$ cat src/rtl/fetch_stage_pkg.sv
// Shared constants, FSM encoding and IF/ID record for the instruction-fetch stage.
package fetch_stage_pkg;

    localparam int PC_W = 32;
    localparam logic [PC_W-1:0] RESET_PC_DEF  = 32'h0000_0000;
    localparam logic [31:0]     NOP_INSTR_DEF = 32'h0000_0013;

    typedef enum logic [1:0] {
        ST_IDLE  = 2'd0,
        ST_FETCH = 2'd1,
        ST_HOLD  = 2'd2
    } fetch_state_e;

    typedef struct packed {
        logic [PC_W-1:0] pc;
        logic [31:0]     instr;
        logic            valid;
    } ifid_t;

    function automatic logic [PC_W-1:0] pc_next(input logic [PC_W-1:0] pc);
        return pc + PC_W'(4);
    endfunction

endpackage

$ cat src/rtl/fetch_skid_buf.sv
// One-entry {pc, instr} holding register for a fetch returned while IF/ID is stalled.
module fetch_skid_buf
    import fetch_stage_pkg::*;
(
    input  logic            clk_i,
    input  logic            rst_i,
    input  logic            load_i,
    input  logic            clear_i,
    input  logic [PC_W-1:0] pc_i,
    input  logic [31:0]     instr_i,
    output logic            valid_o,
    output logic [PC_W-1:0] pc_o,
    output logic [31:0]     instr_o
);

    logic            valid_q, valid_d;
    logic [PC_W-1:0] pc_q, pc_d;
    logic [31:0]     instr_q, instr_d;

    always_comb begin
        valid_d = valid_q;
        pc_d    = pc_q;
        instr_d = instr_q;
        if (clear_i) begin
            valid_d = 1'b0;
        end else if (load_i) begin
            valid_d = 1'b1;
            pc_d    = pc_i;
            instr_d = instr_i;
        end
    end

    always_ff @(posedge clk_i or negedge rst_i) begin
        if (!rst_i) begin
            valid_q <= 1'b0;
            pc_q    <= '0;
            instr_q <= '0;
        end else begin
            valid_q <= valid_d;
            pc_q    <= pc_d;
            instr_q <= instr_d;
        end
    end

    assign valid_o = valid_q;
    assign pc_o    = pc_q;
    assign instr_o = instr_q;

endmodule

$ cat src/rtl/fetch_stage.sv
// Instruction-fetch stage: owns the PC, talks req/ack to instruction memory and
// drives the IF/ID register under HDU stall and ID-stage flush/redirect control.
module fetch_stage
    import fetch_stage_pkg::*;
#(
    parameter logic [PC_W-1:0] RESET_PC  = RESET_PC_DEF,
    parameter logic [31:0]     NOP_INSTR = NOP_INSTR_DEF
) (
    input  logic            clk_i,
    input  logic            rst_i,
    input  logic            start_i,
    input  logic            pc_write_i,
    input  logic            stall_i,
    input  logic            flush_i,
    input  logic [PC_W-1:0] branch_target_i,
    output logic            imem_req_o,
    output logic [PC_W-1:0] imem_addr_o,
    input  logic            imem_ack_i,
    input  logic [31:0]     imem_data_i,
    output logic [PC_W-1:0] ifid_pc_o,
    output logic [31:0]     ifid_instr_o,
    output logic            ifid_valid_o
);

    fetch_state_e    state_q, state_d;
    logic [PC_W-1:0] pc_q, pc_d;
    logic            pend_q, pend_d;
    logic [PC_W-1:0] pend_tgt_q, pend_tgt_d;
    ifid_t           ifid_q, ifid_d;

    logic            hold;
    logic            skid_load, skid_clear, skid_valid;
    logic [PC_W-1:0] skid_pc;
    logic [31:0]     skid_instr;
    ifid_t           bubble;

    assign hold = stall_i | ~pc_write_i;

    // A bubble keeps the last PC so downstream debug still sees where IF/ID was.
    always_comb begin
        bubble       = ifid_q;
        bubble.instr = NOP_INSTR;
        bubble.valid = 1'b0;
    end

    always_comb begin
        state_d    = state_q;
        pc_d       = pc_q;
        pend_d     = pend_q;
        pend_tgt_d = pend_tgt_q;
        ifid_d     = ifid_q;
        skid_load  = 1'b0;
        skid_clear = 1'b0;

        case (state_q)
            ST_IDLE: begin
                if (start_i) state_d = ST_FETCH;
            end

            ST_FETCH: begin
                if (imem_ack_i) begin
                    if (flush_i || pend_q) begin
                        pc_d   = flush_i ? branch_target_i : pend_tgt_q;
                        pend_d = 1'b0;
                        ifid_d = bubble;
                    end else if (hold) begin
                        skid_load = 1'b1;
                        state_d   = ST_HOLD;
                    end else begin
                        ifid_d.pc    = pc_q;
                        ifid_d.instr = imem_data_i;
                        ifid_d.valid = 1'b1;
                        pc_d         = pc_next(pc_q);
                    end
                end else if (flush_i) begin
                    // The outstanding request must keep its address; redirect once it acks.
                    pend_d     = 1'b1;
                    pend_tgt_d = branch_target_i;
                    ifid_d     = bubble;
                end else if (!hold) begin
                    ifid_d = bubble;
                end
            end

            ST_HOLD: begin
                if (flush_i) begin
                    skid_clear = 1'b1;
                    pc_d       = branch_target_i;
                    ifid_d     = bubble;
                    state_d    = ST_FETCH;
                end else if (!hold) begin
                    ifid_d.pc    = skid_pc;
                    ifid_d.instr = skid_instr;
                    ifid_d.valid = skid_valid;
                    skid_clear   = 1'b1;
                    pc_d         = pc_next(pc_q);
                    state_d      = ST_FETCH;
                end
            end

            default: state_d = ST_IDLE;
        endcase
    end

    always_ff @(posedge clk_i or negedge rst_i) begin
        if (!rst_i) begin
            state_q      <= ST_IDLE;
            pc_q         <= RESET_PC;
            pend_q       <= 1'b0;
            pend_tgt_q   <= '0;
            ifid_q.pc    <= '0;
            ifid_q.instr <= NOP_INSTR;
            ifid_q.valid <= 1'b0;
        end else begin
            state_q    <= state_d;
            pc_q       <= pc_d;
            pend_q     <= pend_d;
            pend_tgt_q <= pend_tgt_d;
            ifid_q     <= ifid_d;
        end
    end

    fetch_skid_buf u_skid (
        .clk_i   (clk_i),
        .rst_i   (rst_i),
        .load_i  (skid_load),
        .clear_i (skid_clear),
        .pc_i    (pc_q),
        .instr_i (imem_data_i),
        .valid_o (skid_valid),
        .pc_o    (skid_pc),
        .instr_o (skid_instr)
    );

    assign imem_req_o   = (state_q == ST_FETCH);
    assign imem_addr_o  = pc_q;
    assign ifid_pc_o    = ifid_q.pc;
    assign ifid_instr_o = ifid_q.instr;
    assign ifid_valid_o = ifid_q.valid;

endmodule

$ cat config.mk
export PLATFORM = sky130hd
export DESIGN_NAME = fetch_stage
export DESIGN_NICKNAME = d
export VERILOG_FILES = /design/src/rtl/fetch_stage_pkg.sv /design/src/rtl/fetch_skid_buf.sv /design/src/rtl/fetch_stage.sv
export SDC_FILE = /design/constraint.sdc
export NUM_CORES = 1
export LEC_CHECK = 0
export ABC_AREA = 0
export CAP_MARGIN = 20
export CORE_ASPECT_RATIO = 0.7
export CORE_MARGIN = 3
export CORE_UTILIZATION = 50
export CTS_CLUSTER_DIAMETER = 80
export CTS_CLUSTER_SIZE = 28
export DETAILED_ROUTE_END_ITERATION = 12
export GPL_TIMING_DRIVEN = 0
export PLACE_DENSITY_LB_ADDON = 0.25
export SYNTH_ARGS = -nofsm -noshare
export SYNTH_HDL_FRONTEND = slang
export SYNTH_SLANG_ARGS = --single-unit
$ cat constraint.sdc
create_clock -name clk_i -period 4.8 [get_ports clk_i]
set_clock_uncertainty 0.1 [all_clocks]
set_input_delay 1.2 -clock clk_i [delete_from_list [all_inputs] [get_ports clk_i]]
set_output_delay 1.2 -clock clk_i [all_outputs]
set_load 0.005 [all_outputs]
==> tab_implementation.tex <==
\begin{tabular}{lr}
\hline
Metric & Value \\
\hline
\multicolumn{2}{l}{\textbf{Outcome}} \\
\quad Status & completed \\
\multicolumn{2}{l}{\textbf{Floorplanning}} \\
\quad Core region area & 0.0182 sq mm \\
\quad Placement row count & 41 \\
\quad Die width & 169 microns \\
\quad Die Y & 120 microns \\
\quad I/O pin total & 169 \\
\quad Area enclosed by the die boundary & 0.0204 sq mm \\
\quad Effective utilization at floorplan & 51.4\% \\
\multicolumn{2}{l}{\textbf{CTS}} \\
\quad Clock transition at the registers of the reported paths & 0.07 ns \\
\quad Post-CTS setup buffers & 0 \\
\quad CTS Hold Buffers Added & 0 \\
\quad Number of sinks driven by the clock tree & 197 \\
\quad Cell chosen for the clock root & clkbuf\_16 \\
\quad Number of clock buffers inserted by TritonCTS & 17 \\
\quad Clock tree from TritonCTS & built \\
\quad Max clock buf depth & 2 \\
\quad Number of H-tree levels & 4 \\
\quad Post-CTS resize count & 0 \\
\quad Clock latency reported for the late side of the worst-skew pair & 0.45 ns \\
\multicolumn{2}{l}{\textbf{Finish}} \\
\quad Relative area change from synthesis to final layout & 28.1\% \\
\quad Post-route non-filler standard cell count & 1292 \\
\quad Share of post-route cells with drive strength above 1 & around a fifth \\
\quad Number of nets at the end of the flow & 1115 \\
\quad Finished Cell Area & around 0.012 sq mm \\
\quad Ant diodes & 0 \\
\quad Highest-count cells in the layout ignoring fill and taps & dfrtp\_1 (194), clkdlybuf4s50\_1 (166), mux2\_2 (96), nor2\_1 (81), a21oi\_1 (76) \\
\quad Most common library cell in the layout ignoring fill and taps & dfrtp\_1 \\
\multicolumn{2}{l}{\textbf{Synthesis}} \\
\quad Most used DFF post-synth & dfrtp\_1 \\
\quad Mapped Cells & 856 \\
\quad Cell area after technology mapping & 0.00934 sq mm \\
\quad Synthesized net count & $\sim$930 \\
\quad Count of warnings emitted by yosys & 0 \\
\quad Mean instance size in the synthesized netlist & 10.9 sq um \\
\quad Share of flip-flops with an asynchronous set or reset & 100\% \\
\quad Fraction of the yosys area taken by sequential cells & a little over half \\
\quad Distinct cell type count of the synthesized netlist & 70 \\
\quad Number of synthesized flops with an enable pin & 0 \\
\quad Register bit total from synthesis & 197 \\
\multicolumn{2}{l}{\textbf{Timing}} \\
\quad Transition at the pin with the smallest max-transition slack & 0.972 ns \\
\quad Final number of hold-violating endpoints & 0 \\
\quad Max-slew headroom at the worst pin & 35.0\% \\
\quad Unrepaired setup endpoints after global routing & no \\
\quad Fmax & between 300 and 400 MHz \\
\quad Final clock period utilization by the worst path & 65.8\% \\
\quad Setup-violating endpoint count in the final report & 0 \\
\quad Clock period minus worst slack & 3.16 ns \\
\quad Final number of max-transition violations & 0 \\
\multicolumn{2}{l}{\textbf{Power and ir drop}} \\
\quad Static power due to leakage & 4.86 nW \\
\quad Reported net switching power & 2.72 mW \\
\quad Switching power as a share of total power & between 30\% and 40\% \\
\quad Internal Pwr Total & $\sim$4.9 mW \\
\quad Sequential share of power & about 40\% \\
\quad Total power divided by cell area & 636 mW/mm\^{}2 \\
\quad Maximum ir drop on the vdd rail & $\sim$240 uV \\
\quad Proportion of power drawn by the clock network & 19.9\% \\
\quad Fraction of power consumed by combinational cells & about 40\% \\
\multicolumn{2}{l}{\textbf{GRT}} \\
\quad Residual overflow from global routing & 0 \\
\quad Global routing met3 resource utilization & 7.81\% \\
\quad Maximum number of pins on one net before global-route repair & between 100 and 150 \\
\quad Met1 Track Usage GR & 41.2\% \\
\quad Global-route wire length before repair & 42300 microns \\
\quad Number of antenna violations at the first check in global routing & 0 \\
\quad Via count of the first global-routing pass & 7553 \\
\quad Met2 Resource Use GR & 37.9\% \\
\quad Global route hottest layer & met1 \\
\quad Total global routing track utilization & 26.9\% \\
\multicolumn{2}{l}{\textbf{Detailed routing}} \\
\quad Total number of vias & 7849 \\
\quad Drt first-iter violations & between 800 and 900 \\
\quad Remaining antenna violation count & 0 \\
\quad Mean number of vias per cell & 6.08 \\
\quad WL/cell & 20.9 microns \\
\quad Final routed DRC violation total & 0 \\
\quad First drt pass iteration count & 7 \\
\quad Wire length reported by the detailed router & 27000 microns \\
\multicolumn{2}{l}{\textbf{Setup path}} \\
\quad Setup Crit Path Kind & in -> reg \\
\quad Total number of cells along the worst setup path & 6 \\
\quad Crit-path leading delay family & buffers and inverters \\
\quad Worst path required time & around 5 ns \\
\quad Internal reg-to-reg setup slack & 2.23 ns \\
\quad Max stage delay on crit path & 0.56 ns \\
\quad Critical-path cell with the highest stage delay & clkdlybuf4s50\_1 \\
\quad R2r worst-path depth & 6 \\
\quad Capturing element of the worst setup path & u\_skid.pc\_o[29] \\
\quad FF-to-FF Start & imem\_addr\_o[2] \\
\quad Worst setup EP type & flip-flop \\
\quad Startpoint types & input pin \\
\quad Critical-path cell list & clkdlybuf4s50\_1 > and2b\_1 > nor4\_2 > buf\_2 > buf\_4 > mux2\_2 \\
\quad Endpoint of the most critical register-to-register path & imem\_addr\_o[16] \\
\quad Crit Path Max Fanout & 10 \\
\quad Data arrival time of the critical path & approximately 3.4 ns \\
\quad Start point of the critical path & pc\_write\_i \\
\quad Buf/Inv on CP & 3 \\
\multicolumn{2}{l}{\textbf{Placement}} \\
\quad Dpl cell area & 0.0113 sq mm \\
\quad Detailed placer's ending HPWL & 19400 microns \\
\quad Routability congestion estimate from global placement & 0.941 \\
\quad Count of buffers inserted at the top-level ports & around 170 \\
\quad Cell Count Post-Placement & about 1300 \\
\multicolumn{2}{l}{\textbf{Job}} \\
\quad Max\_cap viols & 0 \\
\multicolumn{2}{l}{\textbf{Worst hold path}} \\
\quad Class of the tightest hold or removal check & reg -> reg \\
\hline
\end{tabular}
==> flip-flops by register name, indices dropped and copies added (netlist names) <==
| register | flops |
|---|---|
| ifid_instr_o | 32 |
| ifid_pc_o | 32 |
| ifid_valid_o | 1 |
| imem_addr_o | 32 |
| state_q | 2 |
| u_skid.valid_o | 1 |
| pend_tgt_q | 32 |
| pend_q | 1 |
| u_skid.pc_o | 32 |
| u_skid.instr_o | 32 |
==> worst min path at each step <==
stage               slack, ns  cells after the start           start             end
floorplan                0.35                      1  u_skid.valid_o  u_skid.valid_o
global placement         0.37                      1  u_skid.valid_o  u_skid.valid_o
detailed placement       0.38                      1  u_skid.valid_o  u_skid.valid_o
CTS                      0.39                      1  u_skid.valid_o  u_skid.valid_o
global route             0.42                      1   pend_tgt_q[6]   pend_tgt_q[6]
finish                   0.40                      1  u_skid.valid_o  u_skid.valid_o
==> stage by stage <==
step	worst slack (ns)	total power, mW	TNS (ns)	util, %	hold WS, ns
after detailed placement	1.18	6.08	0	62.4	0.378
after global routing	1.51	8.07	0	65.9	0.421
after CTS	1.66	7.60	0	65.9	0.393
after floorplan	2.14	4.54	0	-	0.350
after global placement	-5.78	5.97	-1126.66	62.3	0.367
final	1.64	7.61	0	65.9	0.396
==> cell usage after synthesis, types with 3 or more instances <==
cell	instances	area [sq um]
and2_1	11	68.8
a221o_1	13	130
a21o_1	5	37.5
a21oi_1	76	380
o22ai_1	7	43.8
buf_2	44	220
a31oi_1	10	62.6
buf_4	9	67.6
nor3_1	6	30.0
mux2_2	96	1080
o211ai_1	5	37.5
o21ai_0	47	235
xnor2_1	3	26.3
o311ai_1	3	26.3
nor2_1	81	304
a22oi_1	62	465
o311ai_0	5	43.8
inv_1	5	18.8
dfstp_2	3	78.8
and3_1	7	43.8
clkbuf_1	18	67.6
a22o_1	5	43.8
dfrtp_1	194	4850
nor4_1	4	25.0
nand4_1	11	68.8
a211oi_1	4	30.0
nand2_1	44	165
a221oi_1	3	26.3
o31a_1	3	26.3
nand3_1	16	80.1
==> per-layer routing <==
layer | up-vias | wire length, microns
li1 | 3542 | -
met1 | 3891 | 12400
met2 | 382 | 11500
met3 | 34 | 2610
met4 | 0 | 422
met5 | - | 0
==> logic make-up (layout without fill, tap and decap cells) <==
family / after synthesis / in the layout / synth area share (%)
compound gates: 264 / 264 / 18.6
xor+xnor: 5 / 5 / 0.469
fa+ha+maj: 1 / 1 / 0.134
buf+inv: 81 / 281 / 4.39
flops: 197 / 197 / 52.8
mux: 96 / 96 / 11.6
simple gates: 212 / 212 / 12.0
==> area by class of cell <==
class,instances,area (sq um)
buffer,75,388
clock buffer,18,439
clock inverter,14,185
fill,1435,6200
inverter,6,22.5
multi-input combinational,578,4000
sequential,197,4930
tap,236,295
timing repair buffer,168,1700
==> power groups by stage <==
stage	clock (mW)	sequential (mW)	combinational [mW]
finish	1.52	3.08	3.02
global route	1.61	3.18	3.28
CTS	1.53	3.06	3.01
detailed placement	0	3.09	2.98
global placement	0	3.06	2.91
floorplan	0	2.95	1.59
Note: power is estimated with default switching activity, not from simulation.
